$ cat src/rtl/fpga_config_loader.sv
`default_nettype none
// ============================================================================
// Module   : fpga_config_loader
// Purpose  : Streams a checksummed configuration image into shadow registers
//            and commits it atomically to the live LUT / switch-box outputs.
// Revision : 1.0
// ============================================================================

module fpga_config_loader #(
  parameter int NUM_LUT = 8,
  parameter int NUM_SB  = 5,
  parameter int LUT_W   = 32,
  parameter int SB_W    = 16,
  parameter int DATA_W  = 32
) (
  input  logic                         clock,
  input  logic                         resetn,
  input  logic                         start,
  input  logic                         word_valid,
  input  logic [DATA_W-1:0]            word_data,
  output logic                         word_ready,
  output logic [NUM_LUT*(LUT_W+1)-1:0] lut_mem,
  output logic [NUM_SB*SB_W-1:0]       sb_cfg,
  output logic                         busy,
  output logic                         cfg_done,
  output logic                         cfg_error
);

  localparam int c_n     = NUM_LUT + NUM_SB + 2;
  localparam int c_idx_w = $clog2(c_n);
  localparam logic [c_idx_w-1:0] c_last = c_idx_w'(c_n - 1);

  typedef enum logic [1:0] {
    ST_IDLE  = 2'd0,
    ST_LOAD  = 2'd1,
    ST_DONE  = 2'd2,
    ST_ERROR = 2'd3
  } state_t;

  state_t              r_state;
  state_t              w_state_nxt;
  logic [c_idx_w-1:0]  r_idx;
  logic [DATA_W-1:0]   r_xor;
  logic                r_common;
  logic                w_xfer;
  logic                w_last;
  logic                w_match;
  logic                w_commit;

  // Ready drops combinationally during a start cycle so no word is consumed then.
  assign word_ready = (r_state == ST_LOAD) && !start;
  assign w_xfer     = word_valid && word_ready;
  assign w_last     = w_xfer && (r_idx == c_last);
  assign w_match    = (word_data == r_xor);

  assign busy       = (r_state == ST_LOAD);
  assign cfg_done   = (r_state == ST_DONE);
  assign cfg_error  = (r_state == ST_ERROR);

  always_ff @(posedge clock or negedge resetn) begin
    if (!resetn) begin
      r_state <= ST_IDLE;
    end else begin
      r_state <= w_state_nxt;
    end
  end

  always_comb begin
    w_state_nxt = r_state;
    w_commit    = 1'b0;
    case (r_state)
      ST_IDLE, ST_DONE, ST_ERROR: begin
        if (start) begin
          w_state_nxt = ST_LOAD;
        end
      end
      ST_LOAD: begin
        if (start) begin
          w_state_nxt = ST_LOAD;
        end else if (w_last) begin
          if (w_match) begin
            w_state_nxt = ST_DONE;
            w_commit    = 1'b1;
          end else begin
            w_state_nxt = ST_ERROR;
          end
        end
      end
      default: w_state_nxt = ST_IDLE;
    endcase
  end

  // The running XOR covers every payload word bit, including ignored ones.
  always_ff @(posedge clock or negedge resetn) begin
    if (!resetn) begin
      r_idx <= '0;
      r_xor <= '0;
    end else if (start) begin
      r_idx <= '0;
      r_xor <= '0;
    end else if (w_xfer && !w_last) begin
      r_idx <= r_idx + c_idx_w'(1);
      r_xor <= r_xor ^ word_data;
    end
  end

  always_ff @(posedge clock or negedge resetn) begin
    if (!resetn) begin
      r_common <= 1'b0;
    end else if (w_xfer && (r_idx == '0)) begin
      r_common <= word_data[0];
    end
  end

  generate
    for (genvar i = 0; i < NUM_LUT; i++) begin : g_lut
      localparam logic [c_idx_w-1:0] c_sel = c_idx_w'(i + 1);
      logic [LUT_W-1:0] r_shadow;
      logic [LUT_W:0]   r_live;

      always_ff @(posedge clock or negedge resetn) begin
        if (!resetn) begin
          r_shadow <= '0;
        end else if (w_xfer && (r_idx == c_sel)) begin
          r_shadow <= word_data[LUT_W-1:0];
        end
      end

      // Common bit is merged only at commit, so its arrival order is irrelevant.
      always_ff @(posedge clock or negedge resetn) begin
        if (!resetn) begin
          r_live <= '0;
        end else if (w_commit) begin
          r_live <= {r_common, r_shadow};
        end
      end

      assign lut_mem[i*(LUT_W+1) +: (LUT_W+1)] = r_live;
    end
  endgenerate

  generate
    for (genvar j = 0; j < NUM_SB; j++) begin : g_sb
      localparam logic [c_idx_w-1:0] c_sel = c_idx_w'(NUM_LUT + 1 + j);
      logic [SB_W-1:0] r_shadow;
      logic [SB_W-1:0] r_live;

      always_ff @(posedge clock or negedge resetn) begin
        if (!resetn) begin
          r_shadow <= '0;
        end else if (w_xfer && (r_idx == c_sel)) begin
          r_shadow <= word_data[SB_W-1:0];
        end
      end

      always_ff @(posedge clock or negedge resetn) begin
        if (!resetn) begin
          r_live <= '0;
        end else if (w_commit) begin
          r_live <= r_shadow;
        end
      end

      assign sb_cfg[j*SB_W +: SB_W] = r_live;
    end
  endgenerate

endmodule

`default_nettype wire

$ cat config.mk
export PLATFORM = sky130hd
export DESIGN_NAME = fpga_config_loader
export DESIGN_NICKNAME = d
export VERILOG_FILES = /design/src/rtl/fpga_config_loader.sv
export SDC_FILE = /design/constraint.sdc
export NUM_CORES = 1
export LEC_CHECK = 0
export CAP_MARGIN = 30
export CORE_MARGIN = 4
export CORE_UTILIZATION = 25
export CTS_BUF_LIST = sky130_fd_sc_hd__clkbuf_2
export DETAILED_ROUTE_END_ITERATION = 8
export GPL_ROUTABILITY_DRIVEN = 1
export PLACE_DENSITY = 0.4
export SLEW_MARGIN = 20
export SYNTH_ARGS = -nofsm -noshare
export SYNTH_HDL_FRONTEND = slang
export SYNTH_SLANG_ARGS = --single-unit
$ cat constraint.sdc
create_clock -name clock -period 2.8 [get_ports clock]
set_input_delay 0.28 -clock clock [delete_from_list [all_inputs] [get_ports clock]]
set_output_delay 0.28 -clock clock [all_outputs]
set_load 0.01 [all_outputs]
Word level (Yosys, flattened, before mapping)
Index checks and enable logic that the tools add are counted.
Storage, ports and cells
  flip-flop bits (word level): 719
  output and inout port bits: 348
  word-level logic and storage cells: 90
Cells by class
  add/subtract/negate cells: 1
  equal/unequal tests: 20
  muxes and demuxes: 13
  bitwise logic cells: 1
  reductions and logical operators: 25
Operators with widths (number)
  $mux 32: 2
  $eq 32x32->1: 1
  $xor 32x32->32: 1
  $eq 4x4->1 const B: 7
  $logic_and 1x1->1: 18
  $eq 4x3->1 const B: 4
  $eq 4x2->1 const B: 2
  $mux 4: 2
  $mux 2: 3
  $mux 1: 5
  $add 4x1->4 const B: 1
  $eq 2x2->1 const B: 2
  $eq 4x1->1 const B: 1
  $logic_not 4->1: 1
  $pmux 2 s2: 1
  $ne 3x2->1 const B: 1
  $reduce_or 3->1: 1
  $eq 2x1->1 const B: 1
  $logic_not 1->1: 2
  $logic_not 2->1: 1
  $ne 2x2->1 const B: 1
  $reduce_and 2->1: 1
  $reduce_bool 2->1: 1

Depth between registers and ports, before layout
Gate-level depths: netlist of run 1.
  depth after elaboration: 8
  gate-level depth with buffers: 9

Least setup slack after synthesis of run 1
No wires, ideal clock.
  kind: register -> register
  start point: register r_state[1]
  end point: register g_lut[2].r_shadow[11]
  arrival time: 1.940 ns
  required time: 2.675 ns
  path slack: 0.735 ns
  stages on the path, launching flop included: 8
  path through: dfrtp_1 nor3b_2 nand2_1 nor3_1 and2_1 clkbuf_1 buf_2 mux2_2
Between the ends
  cells in the longest elaborated chain, start to end: 4
RTL lines
  start, declared: line 40  | state_t r_state;
  start signal, assigned: line 64  | r_state <= w_state_nxt;
  $eq 2x1->1: line 51  | assign word_ready = (r_state == ST_LOAD) && !start;
  $logic_and 1x1->1: line 51
  named net word_ready: line 21  | output logic word_ready,
  $logic_and 1x1->1: line 52  | assign w_xfer = word_valid && word_ready;
  $logic_and 1x1->1: line 124  | end else if (w_xfer && (r_idx == c_sel)) begin
  end signal, assigned: line 125  | r_shadow <= word_data[LUT_W-1:0];
  end, declared: line 118  | logic [LUT_W-1:0] r_shadow;
The timed path passes the listed nets, and every way through them passes these cells.
A chain may end at the register's enable or synchronous reset.

Worst setup path after layout of run 1
  start point: register r_state[0]
  end point: output word_ready
Between the ends
  cells in the longest elaborated chain, start to end: 2
RTL lines (line)
  $eq 2x1->1: 51
  $logic_and 1x1->1: 51
  end, declared: 21
No other way between the ends.

==> results.yml, run 1 <==
run_status:
  status: "completed"
route:
  wl_met2_microns: 44100
  vias: 16400
  firstDrtPassIters: 5
  drcViolationCount: 0
  drt_iter0_markers: 589
  ant_nets: 0
  drt-wirelength-per-cell_microns: 22.1
  route.met3.wl_microns: 4700
  met1_length_microns: 38800
  vias_per_cell: 4.07
  top_layer_used: "met5"
  routed_wl_microns: 89200
power:
  comb_power_share: 0.064
  powerDensity_nw_per_um2: 549
  ir_worst_vdd_mv: 0.254
  leakage_nw: 20.9
  power_frac_clock: 0.391
  seq_power_share: 0.545
  internal-power_mw: 14.8
  switching_share: 0.271
  power_switching_mw: 5.52
worst_setup_path:
  startpoint_type: "flop"
  cp-endpoint: "word_ready"
  crit_type: "flop to primary output"
  critPathLaunch: "r_state[0]"
  cp-end-kind: "primary output"
  path_max_fanout: 6
  r2r_cells: 7
  r2r-end: "g_lut[5].r_live[2]"
  worstPathArrival_ns: 2.29
  reg2reg_slack_ns: 0.28
  cp.required_ns: 2.52
  r2r-start: "r_xor[27]"
placement:
  hpwl_microns: 59800
  port_buffers: 383
  routabilityCongestion: 0.715
  dp.cells: 3581
cells_and_area:
  n_fill_cell: 11400
  finalNonFillerCells: 4033
  nNetsFinal: 2402
  area_growth_pct: 27.9
  drive_gt1_frac: 0.468
timing:
  fin_skew_ns: 0.110
  setup_violations: 0
  relSlewSlack: 0.427
  timing.fmax_ghz: 0.389
  fin_crit_ns: 2.57
  tns_ns: 0
  rsz0062_at_grt: "true"
  holdWs_ns: 0.345
  worst_pin_slew_ns: 0.859
  finalMaxSlewViolations: 0
  hold_viol_final: 0
  period_share: 0.918
clocking:
  clock_path_buffers: 3
  root_buffer: "clkbuf_2"
  htreeDepth: 4
  clock_latency_ns: 1.40
  clock_sinks: 712
  cts.reportedPaths.clkPinSlew_ns: 0.09
  cts_buffers: 200
  cts_tree: "yes"
yosys:
  synth_top_cells_by_area: "dfrtp_1 (62%), mux2_4 (17%), mux2_2 (13%), buf_12 (2.3%), xnor2_1 (0.97%)"
  yosysMostFrequentCell: "dfrtp_1"
  async_reset_ff_frac: 1.00
  synth_top_area_share: 0.615
  synth_warnings: 0
  synth.ff_latch_count: 712
  synth_flop_cell: "dfrtp_1"
  synthAdderAreaFrac: 0.00173
  synthMuxAreaShare: 0.306
  yosys.area_share.simple: 0.0180
  synth_edf_count: 0
  yosysSeqAreaShare: 0.615
  synth_top_family_by_area: "multiplexers"
  ys_types: 34
  yosys-top-cells-count: "dfrtp_1 (712), mux2_2 (341), mux2_4 (330), nand2_1 (45), nor2_1 (39)"
  syn_inst: 1697
  avgSynthCellArea_sq_um: 17.1
  synth-xor-area-share: 0.0199
  synth_area_leader_cell: "dfrtp_1"
  synth_compound_area_frac: 0.00130
  synthesis.area_sq_um: 29000
  synth_fp_nets: 1737
floorplanning:
  start_util: 0.253
  die_width_microns: 348
  fp.coreArea_sq_um: 115000
  io_pins: 384
  rows: 124
  die_y_microns: 348
  die_area_sq_um: 121000
global_route:
  track_usage: 0.147
  grt_pass1_wl_microns: 131000
  grt_pass1_vias: 18400
  antenna_found_initial: 11
  grt_max_degree: 114
  gr-total-overflow: 0
run:
  cap_viol_max_count: 0
hold_path:
  hp-class: "input port to flop"
[logic make-up (layout without fill, tap and decap cells)]
family / count (synthesis) / in the layout
AOI/OAI and AO/OA: 6 / 6
xor gates and xnor gates: 65 / 65
adders and majority gates: 4 / 4
buffers and inverters: 122 / 938
DFF: 712 / 712
muxes: 676 / 676
other: 0 / 8
and+or+nand+nor: 112 / 112
[worst min-delay path by stage]
stage                                     end  slack, ns  cells past startpoint       start
after global placement    g_sb[4].r_shadow[4]       0.29                      1      resetn
after CTS                          r_state[1]       0.02                      4  word_valid
after floorplan            g_lut[0].r_live[0]      -0.02                      0      resetn
final                              r_state[1]       0.35                      4  word_valid
after global routing               r_state[1]       0.13                      4  word_valid
after detailed placement  g_sb[4].r_shadow[4]       0.29                      1      resetn
[state kept, by name, summed over array words and instances, names as in the netlist]
signal,flops
g_sb.r_live,80
g_lut.r_live,257
r_xor,32
g_sb.r_shadow,80
r_common,1
r_state,2
g_lut.r_shadow,256
r_idx,4
[power by group through the flow]
stage               sequential [mW]  clock, mW  combinational [mW]
CTS                            11.1       8.49                1.37
global placement               11.3          0                1.27
floorplan                      11.2          0               0.673
global route                   11.2       9.04                1.47
detailed placement             11.3          0                1.31
finish                         11.1       7.95                1.31
[layer usage]
layer  up-vias  global-route usage
li1       7354                   -
met1      8537               0.184
met2       388               0.248
met3       121              0.0424
met4         8              0.0435
met5         -                   0
[worst max-delay path: stages (launching register included)]
cell and delay [ns]:
dfrtp_2 0.45, nor3b_4 0.24, buf_6 0.13, buf_6 0.11
[placed cells by master, fill, tap and decap left out, types with 2 or more instances in the layout]
master           synthesis  routed
dfrtp_1                712     699
dlygate4sd2_1            0     343
mux2_2                 341     341
mux2_4                 330     330
clkbuf_2                 0     297
buf_4                    7     127
dlygate4sd3_1            0      42
clkinv_1                 0      41
nand2_1                 45      40
nor2_1                  39      39
xnor2_1                 32      32
xor2_1                  32      32
clkdlybuf4s50_1          0      31
buf_12                  33      27
dfrtp_2                  0      13
nand4_1                  9       9
diode_2                  0       8
buf_2                   19       7
bufinv_16                0       6
mux2_1                   5       5
nand3_1                  5       5
nand2_2                  0       5
ha_1                     4       4
clkinv_4                 0       4
inv_1                    3       3
and2_2                   0       3
nor3_1                   2       2
a21oi_1                  2       2
clkinv_2                 0       2
buf_6                    9       2
[metrics by stage]
| step | cell area (sq um) | utilization | setup slack (ns) | total power, mW |
|---|---|---|---|---|
| 6_report | 37000 | 0.323 | 0.228 | 20.3 |
| 5_1_grt | 37000 | 0.323 | -0.0969 | 21.7 |
| 4_1_cts | 37000 | 0.323 | -0.109 | 21.0 |
| 3_5_place_dp | 34700 | 0.303 | -0.108 | 12.6 |
| 3_3_place_gp | 34700 | 0.303 | -0.148 | 12.5 |
| 2_1_floorplan | 29000 | - | 0.735 | 11.9 |
[timing repair]
item / CTS / global route
endpoints found under the hold margin: 1424 / 0
resized for setup: 380 / 0
pin swaps: 0 / 0
hold buffers: 43 / 0
setup buffers: 47 / 1
endpoints found under the setup margin: 348 / 1
[cell type report]
class	count	area (sq um)	share of cell area
clock inverters	56	403	0.0109
multi-input cells	863	10100	0.272
inverters	3	11.3	0.000304
repair buffers	582	5340	0.144
diodes	8	20.0	0.000540
flip-flops and latches	712	17800	0.481
clock buffers	297	1490	0.0401
well taps	1512	1890	0.0511
(Power assumes the default switching activity.)
==> run 2: changes to the inputs <==
CORE_UTILIZATION = 40   (was 25)
CTS_CLUSTER_SIZE = 10   (was unset)
MAX_ROUTING_LAYER = met4   (was unset)
PLACE_DENSITY = 0.58   (was 0.4)
==> run 2 against run 1 <==
Design area shrank 2.7%; hold slack lost 0.097 ns; first-iteration DRC count grew 17%; global-route usage grew 6.0 points; clock skew shrank 0.018 ns; setup slack lost 0.026 ns; final cell count shrank 17%; combinational power is essentially flat; sequential share of layout area grew 1.3 points; routed wire length shrank 13%; via count shrank 1.5%; critical endpoint is now lut_mem[252]; largest cell class unchanged; highest routed layer is now met4.
==> results.yml, run 2 (synthesized netlist as in run 1, its figures left out) <==
power:
  leakage_nw: 18.9
  p_total_mw: 19.2
  ir_worst_vdd_mv: 0.275
  powerDensity_nw_per_um2: 533
cells_and_area:
  seqCellArea_sq_um: 17800
  area_growth_pct: 24.4
  largest_register_ffs: 257
  design_area_sq_um: 36000
  finalNonFillerCells: 3364
  final_cell_mix: "dfrtp_1 (710), clkdlybuf4s50_1 (349), mux2_2 (341), mux2_4 (330), clkbuf_2 (256)"
  final_common_cell: "dfrtp_1"
  n_fill_cell: 6243
  top_register: "g_lut.r_live"
  drive_gt1_frac: 0.447
  reg.largest.list: "g_lut.r_live: 257 flops, g_lut.r_shadow: 256 flops"
  multi_input_area_sq_um: 10100
  final_util: 0.503
  nNetsFinal: 2337
floorplanning:
  fp.coreArea_sq_um: 71600
  start_util: 0.405
  rows: 98
  die_y_microns: 277
  io_pins: 384
  die_area_sq_um: 76800
  die_width_microns: 277
timing:
  fin_crit_ns: 2.60
  period_share: 0.928
  worst_slack_ns: 0.202
  worst_pin_slew_ns: 0.822
  relSlewSlack: 0.452
  hold_viol_final: 0
  finalMaxSlewViolations: 0
  setup_violations: 0
  fin_skew_ns: 0.0912
  tns_ns: 0
  holdWs_ns: 0.248
  timing.fmax_ghz: 0.385
worst_setup_path:
  path_cells: "clkdlybuf4s50_1"
  worstPathArrival_ns: 2.32
  cp-end-kind: "primary output"
  crit_slowest_cell: "clkdlybuf4s50_1"
  r2r-start: "r_xor[30]"
  r2r_cells: 8
  r2r-end: "g_lut[6].r_live[20]"
  path_max_fanout: 2
  startpoint_type: "flop"
  path_buf_inv: 1
  cp.required_ns: 2.52
  crit_type: "flop to primary output"
  reg2reg_slack_ns: 0.37
  slowest_delay_ns: 0.64
  crit_family: "buffers and inverters"
clocking:
  cts_buffers: 180
  clock_path_buffers: 3
  cts.reportedPaths.clkPinSlew_ns: 0.10
  clock_latency_ns: 1.33
  clock_sinks: 712
  htreeDepth: 4
  root_buffer: "clkbuf_2"
  cts_tree: "yes"
route:
  ant_nets: 0
  routed_wl_microns: 77200
  firstDrtPassIters: 4
  vias: 16200
  vias_per_cell: 4.81
  drt-wirelength-per-cell_microns: 23.0
  drt_iter0_markers: 689
  drcViolationCount: 0
global_route:
  gr-total-overflow: 0
  grt_pass1_vias: 17800
  grt_pass1_wl_microns: 117000
  track_usage: 0.208
  grt_max_degree: 72
  antenna_found_initial: 9
placement:
  dp_worst_setup_slack_ns: -0.0530
  hpwl_microns: 51200
  dp.cells: 3012
  port_buffers: 383
  routabilityCongestion: 0.794
  placed_area_sq_um: 34000
run:
  cap_viol_max_count: 0
run_status:
  status: "completed"
hold_path:
  hp-class: "input port to asynchronous set/reset pin"
==> run 2: worst max path at each step <==
| stage | endpoint | startpoint | cells past startpoint |
|---|---|---|---|
| floorplan | g_lut[2].r_shadow[11] | r_state[1] | 7 |
| global placement | g_sb[0].r_live[8] | word_data[16] | 9 |
| detailed placement | g_lut[5].r_live[3] | word_data[16] | 9 |
| CTS | lut_mem[241] | g_lut[7].r_live[10] | 1 |
| global route | sb_cfg[78] | g_sb[4].r_live[14] | 1 |
| finish | lut_mem[252] | g_lut[7].r_live[21] | 1 |
==> run 2: routing by layer <==
| metal | part of all wire | global-route usage | up-vias | routed length [microns] |
|---|---|---|---|---|
| met4 | 0.021 | 0.0631 | 0 | 1590 |
| met3 | 0.046 | 0.0486 | 115 | 3580 |
| li1 | - | - | 7188 | - |
| met1 | 0.43 | 0.258 | 8460 | 33500 |
| met5 | 0 | - | - | 0 |
| met2 | 0.50 | 0.340 | 404 | 38500 |
==> run 2: power breakdown <==
part	switching, mW	leakage (nW)	total (mW)	internal [mW]
combinational	0.651	7.92	1.28	0.627
clock	4.14	1.17	6.85	2.71
sequential	0.299	9.80	11.1	10.8
==> run 2: layout make-up <==
cell class	count	share of cell area
Multi-Input combinational cell	863	0.279
Timing Repair Buffer	537	0.150
Clock buffer	255	0.0354
Tap cell	950	0.0330
Clock inverter	35	0.00701
Antenna cell	9	0.000625
Inverter	3	0.000312
Sequential cell	712	0.494
==> run 2: repair_timing <==
item                                    in CTS  in global routing
endpoints found under the setup margin      38                  4
hold buffers                                39                  0
gates resized for setup                     35                  6
buffers inserted                            12                  2
gates cloned                                 0                  0
endpoints found under the hold margin     1085                  0
